===== src/rtl/fifo_pkg.sv =====
// Shared constants for the 8-deep FIFO and its stream reader.
package fifo_pkg;
  localparam int BUF_WIDTH  = 3;
  localparam int BUF_SIZE   = 8;
  localparam int DATA_W     = 8;
  localparam int SKID_DEPTH = 2;

  typedef logic [1:0] occ_t;
endpackage


===== src/rtl/fifo_stream_reader_if.sv =====
// FIFO read port plus valid/ready stream, grouped for the reader.
interface fifo_stream_reader_if #(
  parameter int DATA_W = fifo_pkg::DATA_W
);
  logic              fifo_empty;
  logic [DATA_W-1:0] fifo_data;
  logic              fifo_rd_en;
  logic              m_valid;
  logic [DATA_W-1:0] m_data;
  logic              m_ready;

  modport master (input fifo_empty, fifo_data, m_ready,
                  output fifo_rd_en, m_valid, m_data);
  modport slave  (output fifo_empty, fifo_data, m_ready,
                  input fifo_rd_en, m_valid, m_data);
endinterface


===== src/rtl/fifo_stream_reader_skid_buf2.sv =====
// Two-entry ordered buffer: head in buf0, pop shifts buf1 forward.
module skid_buf2
  import fifo_pkg::*;
#(
  parameter int DATA_W = fifo_pkg::DATA_W
) (
  input  logic              clk,
  input  logic              rst,
  input  logic              i_flush,
  input  logic              i_push,
  input  logic              i_pop,
  input  logic [DATA_W-1:0] i_din,
  output occ_t              o_occ,
  output logic [DATA_W-1:0] o_head
);
  logic [DATA_W-1:0] r_buf0, r_buf1;
  occ_t              r_occ;
  logic              w_tail1;

  // Tail slot is computed after this cycle's pop has shifted the head.
  assign w_tail1 = (r_occ - {1'b0, i_pop}) == 2'd1;
  assign o_occ   = r_occ;
  assign o_head  = r_buf0;

  always_ff @(posedge clk or posedge rst) begin
    if (rst) begin
      r_buf0 <= '0;
      r_buf1 <= '0;
      r_occ  <= '0;
    end else if (i_flush) begin
      r_occ <= '0;
    end else begin
      if (i_pop)              r_buf0 <= r_buf1;
      if (i_push && !w_tail1) r_buf0 <= i_din;
      if (i_push && w_tail1)  r_buf1 <= i_din;
      r_occ <= r_occ + {1'b0, i_push} - {1'b0, i_pop};
    end
  end
endmodule


===== src/rtl/fifo_stream_reader.sv =====
// Read-side adapter: credit-based FIFO strobes into a 2-entry skid buffer.
module fifo_stream_reader
  import fifo_pkg::*;
#(
  parameter int DATA_W = fifo_pkg::DATA_W,
  parameter int CNT_W  = 16
) (
  input  logic                 clk,
  input  logic                 rst,
  input  logic                 i_en,
  input  logic                 i_flush,
  fifo_stream_reader_if.master bus,
  output logic [CNT_W-1:0]     o_xfer_count,
  output logic                 o_busy
);
  occ_t              w_occ;
  logic [DATA_W-1:0] w_head;
  logic              r_inflight;
  logic [CNT_W-1:0]  r_xfer_count;
  logic              w_pop, w_push, w_rd_en;
  logic [2:0]        w_credit_use;

  assign w_pop        = bus.m_valid && bus.m_ready;
  // Slots committed once this cycle's pop retires; never goes negative
  // because a pop implies occ >= 1.
  assign w_credit_use = {1'b0, w_occ} + {2'b0, r_inflight} - {2'b0, w_pop};
  assign w_rd_en      = !rst && i_en && !i_flush && !bus.fifo_empty &&
                        (w_credit_use < 3'(SKID_DEPTH));
  assign w_push       = r_inflight && !i_flush;

  assign bus.fifo_rd_en = w_rd_en;
  assign bus.m_valid    = (w_occ != 2'd0);
  assign bus.m_data     = w_head;
  assign o_xfer_count   = r_xfer_count;
  assign o_busy         = (w_occ != 2'd0) || r_inflight;

  skid_buf2 #(.DATA_W(DATA_W)) u_skid (
    .clk    (clk),
    .rst    (rst),
    .i_flush(i_flush),
    .i_push (w_push),
    .i_pop  (w_pop),
    .i_din  (bus.fifo_data),
    .o_occ  (w_occ),
    .o_head (w_head)
  );

  // Flush clears the in-flight flag since rd_en is gated low that cycle.
  always_ff @(posedge clk or posedge rst) begin
    if (rst) begin
      r_inflight   <= 1'b0;
      r_xfer_count <= '0;
    end else begin
      r_inflight <= w_rd_en;
      if (w_pop) r_xfer_count <= r_xfer_count + CNT_W'(1);
    end
  end

  a_credit: assert property (@(posedge clk) disable iff (rst)
    ({1'b0, w_occ} + {2'b0, r_inflight}) <= 3'(SKID_DEPTH));
endmodule


===== src/flat_wrapper.sv =====
// flat-port wrapper written by rule: the top's interface ports become plain ports
module fifo_stream_reader_flat import fifo_pkg::*;
#(
  parameter int DATA_W = fifo_pkg::DATA_W,
  parameter int CNT_W  = 16
)
  (clk, rst, i_en, i_flush, o_xfer_count, o_busy, bus_fifo_empty, bus_fifo_data, bus_m_ready, bus_fifo_rd_en, bus_m_valid, bus_m_data);
  fifo_stream_reader_if #(.DATA_W(DATA_W)) bus_i ();
  input  logic clk;
  input  logic rst;
  input  logic i_en;
  input  logic i_flush;
  output logic [CNT_W-1:0] o_xfer_count;
  output logic o_busy;
  input wire logic [$bits(bus_i.fifo_empty)-1:0] bus_fifo_empty;
  input wire logic [$bits(bus_i.fifo_data)-1:0] bus_fifo_data;
  input wire logic [$bits(bus_i.m_ready)-1:0] bus_m_ready;
  output wire logic [$bits(bus_i.fifo_rd_en)-1:0] bus_fifo_rd_en;
  output wire logic [$bits(bus_i.m_valid)-1:0] bus_m_valid;
  output wire logic [$bits(bus_i.m_data)-1:0] bus_m_data;
  assign bus_i.fifo_empty = bus_fifo_empty;
  assign bus_i.fifo_data = bus_fifo_data;
  assign bus_i.m_ready = bus_m_ready;
  assign bus_fifo_rd_en = bus_i.fifo_rd_en;
  assign bus_m_valid = bus_i.m_valid;
  assign bus_m_data = bus_i.m_data;
  fifo_stream_reader #(.DATA_W(DATA_W), .CNT_W(CNT_W)) u_core (.clk(clk), .rst(rst), .i_en(i_en), .i_flush(i_flush), .bus(bus_i), .o_xfer_count(o_xfer_count), .o_busy(o_busy));
endmodule

===== config.mk =====
export PLATFORM = sky130hd
export DESIGN_NAME = fifo_stream_reader_flat
export DESIGN_NICKNAME = d
export VERILOG_FILES = /design/src/rtl/fifo_pkg.sv /design/src/rtl/fifo_stream_reader_if.sv /design/src/rtl/fifo_stream_reader_skid_buf2.sv /design/src/rtl/fifo_stream_reader.sv /design/src/flat_wrapper.sv
export SDC_FILE = /design/constraint.sdc
export NUM_CORES = 1
export LEC_CHECK = 0
export CAP_MARGIN = 20
export CORE_MARGIN = 5
export CORE_UTILIZATION = 35
export DETAILED_ROUTE_END_ITERATION = 7
export HOLD_SLACK_MARGIN = 0.02
export MAX_ROUTING_LAYER = met4
export PLACE_DENSITY = 0.6
export SYNTH_ARGS = -nofsm -noshare
export SYNTH_HDL_FRONTEND = slang
export SYNTH_HIERARCHICAL = 1
export SYNTH_SLANG_ARGS = --single-unit
export TNS_END_PERCENT = 5

===== constraint.sdc =====
create_clock -name clk -period 3.1 [get_ports clk]
set_input_delay 0.62 -clock clk [delete_from_list [all_inputs] [get_ports clk]]
set_output_delay 0.62 -clock clk [all_outputs]
set_load 0.01 [all_outputs]

# Word-level counts from Yosys, hierarchy flattened
# Index checks and enable logic that the tools add are counted.
[word_totals] ff_bits=35 inputBits=14 out_inout_bits=27 elab_cells=34
[classes] addsub=6 order_cmp=1 n_eq_ne=1 mux=3 n_bitwise=1 reduce_logical=17
[op_table] op="$add A16 B1 Y16 const B" n=1
[op_table] op="$mux W8" n=2
[op_table] op="$logic_and A1 B1 Y1" n=8
[op_table] op="$logic_not A1 Y1" n=4
[op_table] op="$reduce_and A2 Y1" n=2
[op_table] op="$reduce_bool A2 Y1" n=2
[op_table] op="$sub A2 B1 Y2" n=2
[op_table] op="$add A2 B1 Y3" n=1
[op_table] op="$lt A3 B2 Y1 const B" n=1
[op_table] op="$sub A3 B1 Y3" n=1
[op_table] op="$add A2 B1 Y2" n=1
[op_table] op="$eq A2 B1 Y1 const B" n=1
[op_table] op="$mux W2" n=1
[op_table] op="$logic_or A1 B1 Y1" n=1
[op_table] op="$not A1 Y1" n=1

# Longest topological paths before layout
[logic_depth] ltp_word=8 mapped_depth=9 ltp_nobuf=8

# Cells and area by module
# The synthesis kept the hierarchy.
[modules_own_cells] mod="skid_buf2" instances=1 cells_each=79 area_per_inst_um2=893.4 seq_area_each_um2=450.4
[modules_own_cells] mod="fifo_stream_reader" instances=1 cells_each=75 area_per_inst_um2=834.6 seq_area_each_um2=425.4

# Least setup slack after synthesis
# No wires, ideal clock.
[synth_path] path_kind="input port to output port" from="input bus_m_ready" to="output bus_fifo_rd_en" arrival_time_ns=2.240 t_required_ns=2.480 path_slack_ns=0.240 path_stages=7 n_path_buf=1 cell_sequence="nor2b_1 -> clkbuf_1 -> ha_1 -> nand2b_1 -> fa_1 -> xnor2_1 -> and3_1"
[synth_between] elab_chain_cells=4
[synth_rtl] item="start: declaration" line="flat_wrapper.sv:17" text="input wire logic [$bits(bus_i.m_ready)-1:0] bus_m_ready;"
[synth_rtl] item="$logic_and A1 B1 Y1" line="fifo_stream_reader.sv:23" text="assign w_pop = bus.m_valid && bus.m_ready;"
[synth_rtl] item="net u_core.w_pop" line="fifo_stream_reader.sv:20" text="logic w_pop, w_push, w_rd_en;"
[synth_rtl] item="$sub A3 B1 Y3" line="fifo_stream_reader.sv:26" text="assign w_credit_use = {1'b0, w_occ} + {2'b0, r_inflight} - {2'b0, w_pop};"
[synth_rtl] item="$lt A3 B2 Y1" line="fifo_stream_reader.sv:28" text="(w_credit_use < 3'(SKID_DEPTH));"
[synth_rtl] item="$logic_and A1 B1 Y1" line="fifo_stream_reader.sv:27" text="assign w_rd_en = !rst && i_en && !i_flush && !bus.fifo_empty &&"
[synth_rtl] item="end: declaration" line="flat_wrapper.sv:18" text="output wire logic [$bits(bus_i.fifo_rd_en)-1:0] bus_fifo_rd_en;"
# The timed path passes the listed nets, and every way through them passes these cells.

# Worst setup path after layout
[layout_path] from="register u_core.u_skid.r_occ[0] (netlist: u_core/u_skid/o_occ[0])" to="output bus_fifo_rd_en"
[layout_between] elab_chain_cells=5 elab_cells_between_ends=6 cone_classes="2 x add/sub; 1 x order compare; 3 x reduce/logical"
[layout_rtl] item="start: declaration" line="fifo_stream_reader_skid_buf2.sv:17" text="occ_t r_occ;"
[layout_rtl] item="start signal: assignment" line="fifo_stream_reader_skid_buf2.sv:36" text="r_occ <= r_occ + {1'b0, i_push} - {1'b0, i_pop};"
[layout_rtl] item="parallel branches: the longest is 2 deep, another holds $add A2 B1 Y3"
[layout_rtl] item="$sub A3 B1 Y3 *" line="fifo_stream_reader.sv:26"
[layout_rtl] item="$lt A3 B2 Y1 *" line="fifo_stream_reader.sv:28"
[layout_rtl] item="$logic_and A1 B1 Y1 *" line="fifo_stream_reader.sv:27"
# Every way passes the cells marked *.

==> reports/summary.log <==
qor: setup_path.setup.worst_path.end_class output pin
qor: clock_network.htree_num_levels 2
qor: sta.worst_pin_slew 690 ps
qor: sta.period_share 0.924
qor: clock_network.insertion_delay 280 ps
qor: finish.sequential_cell_area 876 µm²
qor: setup_path.critical_path.startpoint_type flip-flop
qor: sta.timing.final.crit_period 2860 ps
qor: synthesis.synth_enable_flop_cells 0
qor: job.max-cap-violations 0
qor: synthesis.syn_area_per_cell 11.2 µm²
qor: power_and_ir_drop.static_leakage 1.13 nW
qor: synthesis.yosys.cell_count.top_type sky130_fd_sc_hd__dfrtp_1
qor: synthesis.synth_seq_cells 35
qor: sta.worst_hold_slack 488 ps
qor: clock_network.number_of_hold_buffers_added_after_cts 0
qor: detailed_routing.avgRoutedWirePerCell 13.4 µm
qor: finish.syn_to_final_growth 38.3%
qor: detailed_routing.count_of_vias_placed_by_the_detailed_router 1277
qor: synthesis.synth_seq_area_share 0.507
qor: floorplanning.fp.dieW 80.3 µm
qor: synthesis.synth-async-reset-ratio 1.00
qor: synthesis.area_contributors_post_synth sky130_fd_sc_hd__dfrtp_1, sky130_fd_sc_hd__inv_1, sky130_fd_sc_hd__a222oi_1
qor: clock_network.clock-sinks 35
qor: synthesis.yosysTopAreaCellShare 0.507
qor: finish.nNetsFinal 226
qor: sta.grt_setup_unrepaired no
qor: place.gp_routability_congestion 0.747
qor: sta.clock_skew 2.92 ps
qor: clock_network.cts_tree done
qor: hold_path.hold_path.class reg -> reg
qor: clock_network.root_buffer sky130_fd_sc_hd__clkbuf_8
qor: detailed_routing.drt_wl_total 3680 µm
qor: setup_path.worst-setup-path-type reg -> out
qor: grt.grt_remaining_overflow 0
qor: clock_network.clkSlewWorstSetupHoldPaths 70 ps
qor: detailed_routing.ant_nets 0
qor: power_and_ir_drop.vdd_drop_max 349 µV
qor: synthesis.netlist.top_cell.by_area sky130_fd_sc_hd__dfrtp_1
qor: grt.number_of_antenna_violations_at_the_first_check_in_global_routing 0
qor: grt.grt_pass1_wl 6260 µm
qor: finish.drive_gt1_frac 0.174
qor: detailed_routing.routed_via_density 4.66
qor: clock_network.clock_tree.buffer_depth 2
qor: floorplanning.floorplan.io_pins 41
qor: synthesis.syn_inst 154
qor: power_and_ir_drop.fin_total_pwr 0.00182 W
qor: clock_network.tritoncts_buffer_count 5
qor: sta.final-setup-viol-count 0
qor: synthesis.synthesis.area 1730 µm²
qor: floorplanning.die_y 80.3 µm
qor: detailed_routing.detailedRoute.firstIterationViolations 56
qor: grt.grt_use_total 0.130
qor: sta.maxSlewViolCount 0
qor: floorplanning.placeableCoreArea 4750 µm²
qor: setup_path.timing.reg2reg.setup_slack 630 ps
qor: finish.n_fill_cell 436
qor: place.io_buffers 40
qor: sta.slew-limit-headroom 0.539
qor: grt.first_global_vias 1342
qor: detailed_routing.detail_route.first_pass.iterations 4
qor: finish.multi_input_comb_area 763 µm²
qor: grt.largest_net_degree_at_the_start_of_global_routing 19
qor: synthesis.synth.distinct_cells 37
qor: detailed_routing.route.detailed.drc 0
qor: place.half_perimeter_wire_length_after_detailed_placement 2720 µm
qor: power_and_ir_drop.power.density 763 nW/µm²
qor: setup_path.worst_ep_arrival_time 2240 ps
qor: finish.n_antenna_cell 0
qor: synthesis.syn_nets 174
qor: run_status.run_status completed
qor: sta.report.final.hold_viol_count 0
qor: sta.fmax 349 MHz
qor: floorplanning.row_count 25
qor: floorplanning.initial_core_util 0.363
qor: floorplanning.fp.dieArea 6440 µm²
qor: synthesis.yosys-top-cells-count sky130_fd_sc_hd__dfrtp_1, sky130_fd_sc_hd__inv_1, sky130_fd_sc_hd__nor2_1
qor: setup_path.path_max_fanout 4
qor: synthesis.ys.flop_type sky130_fd_sc_hd__dfrtp_1
qor: setup_path.cp.required 2480 ps
qor: synthesis.yosys_warnings 6
layer usage:
layer	vias up	track usage	share of wire
met5	-	-	0
met4	0	0.0405	0.0052
met3	3	0.0460	0.075
met2	42	0.209	0.47
met1	613	0.151	0.44
li1	619	-	-
sequential cells by signal (all words and copies together), names as in the netlist:
signal	count
u_core/u_skid/o_occ	2
u_core/u_skid/o_head	8
u_core/u_skid/r_buf1	8
u_core/o_xfer_count	16
u_core/r_inflight	1
per-stage QoR:
stage                      util  setup slack [ps]  setup TNS, ps  cell area [µm²]  cells
after floorplan               -               240              0             1730    154
after global placement    0.472              -448           -448             2240    264
after detailed placement  0.472              -481           -481             2240    264
after CTS                 0.498              4.25              0             2370    273
after global routing      0.503               143              0             2390    274
final                     0.503               235              0             2390    274
power by group:
group          internal, W  switching [W]  leakage, nW  total [W]
combinational     0.000407       0.000346        0.611   0.000754
clock             0.000239       0.000166       0.0581   0.000405
sequential        0.000577      0.0000870        0.457   0.000664
total              0.00122       0.000600         1.13    0.00182
final cells by class:
class	instances	area share
multi-input combinational	92	0.319
timing repair buffer	48	0.194
sequential	35	0.366
clock buffer	5	0.0288
clock inverter	3	0.0183
tap	67	0.0351
inverter	24	0.0377
cells by family after synthesis:
family          share of synthesized area
mux                                0.0586
buf+inv                            0.0601
fa+ha+maj                          0.0478
flops                               0.507
xor+xnor                           0.0999
compound gates                     0.0775
simple gates                        0.149
path summary, 6_finish.rpt:
path                                                           from                             endpoint  depth (start not counted)
worst max-delay path               u_core/u_skid/o_occ[0]$_DFF_PP0_                       bus_fifo_rd_en                          7
worst min-delay path            u_core/u_skid/r_buf1[2]$_DFFE_PP0P_  u_core/u_skid/r_buf1[2]$_DFFE_PP0P_                          1
worst max register to register     u_core/u_skid/o_occ[0]$_DFF_PP0_  u_core/u_skid/o_head[0]$_DFFE_PP0P_                          7
worst min register to register  u_core/u_skid/r_buf1[2]$_DFFE_PP0P_  u_core/u_skid/r_buf1[2]$_DFFE_PP0P_                          1
max in group asynchronous                                       rst  u_core/u_skid/o_head[3]$_DFFE_PP0P_                          2
min in group asynchronous                                       rst          u_core/r_inflight$_DFF_PP0_                          2
critical path: stages (launching register included):
cell and delay (ps):
sky130_fd_sc_hd__dfrtp_1 420, sky130_fd_sc_hd__nor2_1 240, sky130_fd_sc_hd__nor2b_4 70, sky130_fd_sc_hd__ha_1 260, sky130_fd_sc_hd__nand2b_1 160, sky130_fd_sc_hd__fa_2 530
sky130_fd_sc_hd__and3_4 190, sky130_fd_sc_hd__buf_6 100
repair_timing:
item                                    4_1_cts  5_1_grt
endpoints found under the setup margin        1        1
pin swaps                                     1        0
gates resized for setup                       7        3
buffers inserted                              1        1
placed cells by master, fill, tap and decap left out, types with 3 or more instances in the layout:
master and instances:
sky130_fd_sc_hd__a222oi_1 8, sky130_fd_sc_hd__buf_4 8, sky130_fd_sc_hd__clkbuf_8 5, sky130_fd_sc_hd__clkdlybuf4s50_1 38
sky130_fd_sc_hd__dfrtp_1 35, sky130_fd_sc_hd__ha_1 5, sky130_fd_sc_hd__inv_1 24, sky130_fd_sc_hd__mux2_1 3
sky130_fd_sc_hd__mux2_2 6, sky130_fd_sc_hd__nand2_1 9, sky130_fd_sc_hd__nor2_1 15, sky130_fd_sc_hd__xnor2_1 8
sky130_fd_sc_hd__xor2_1 8
Power figures use the tool's default switching activity.
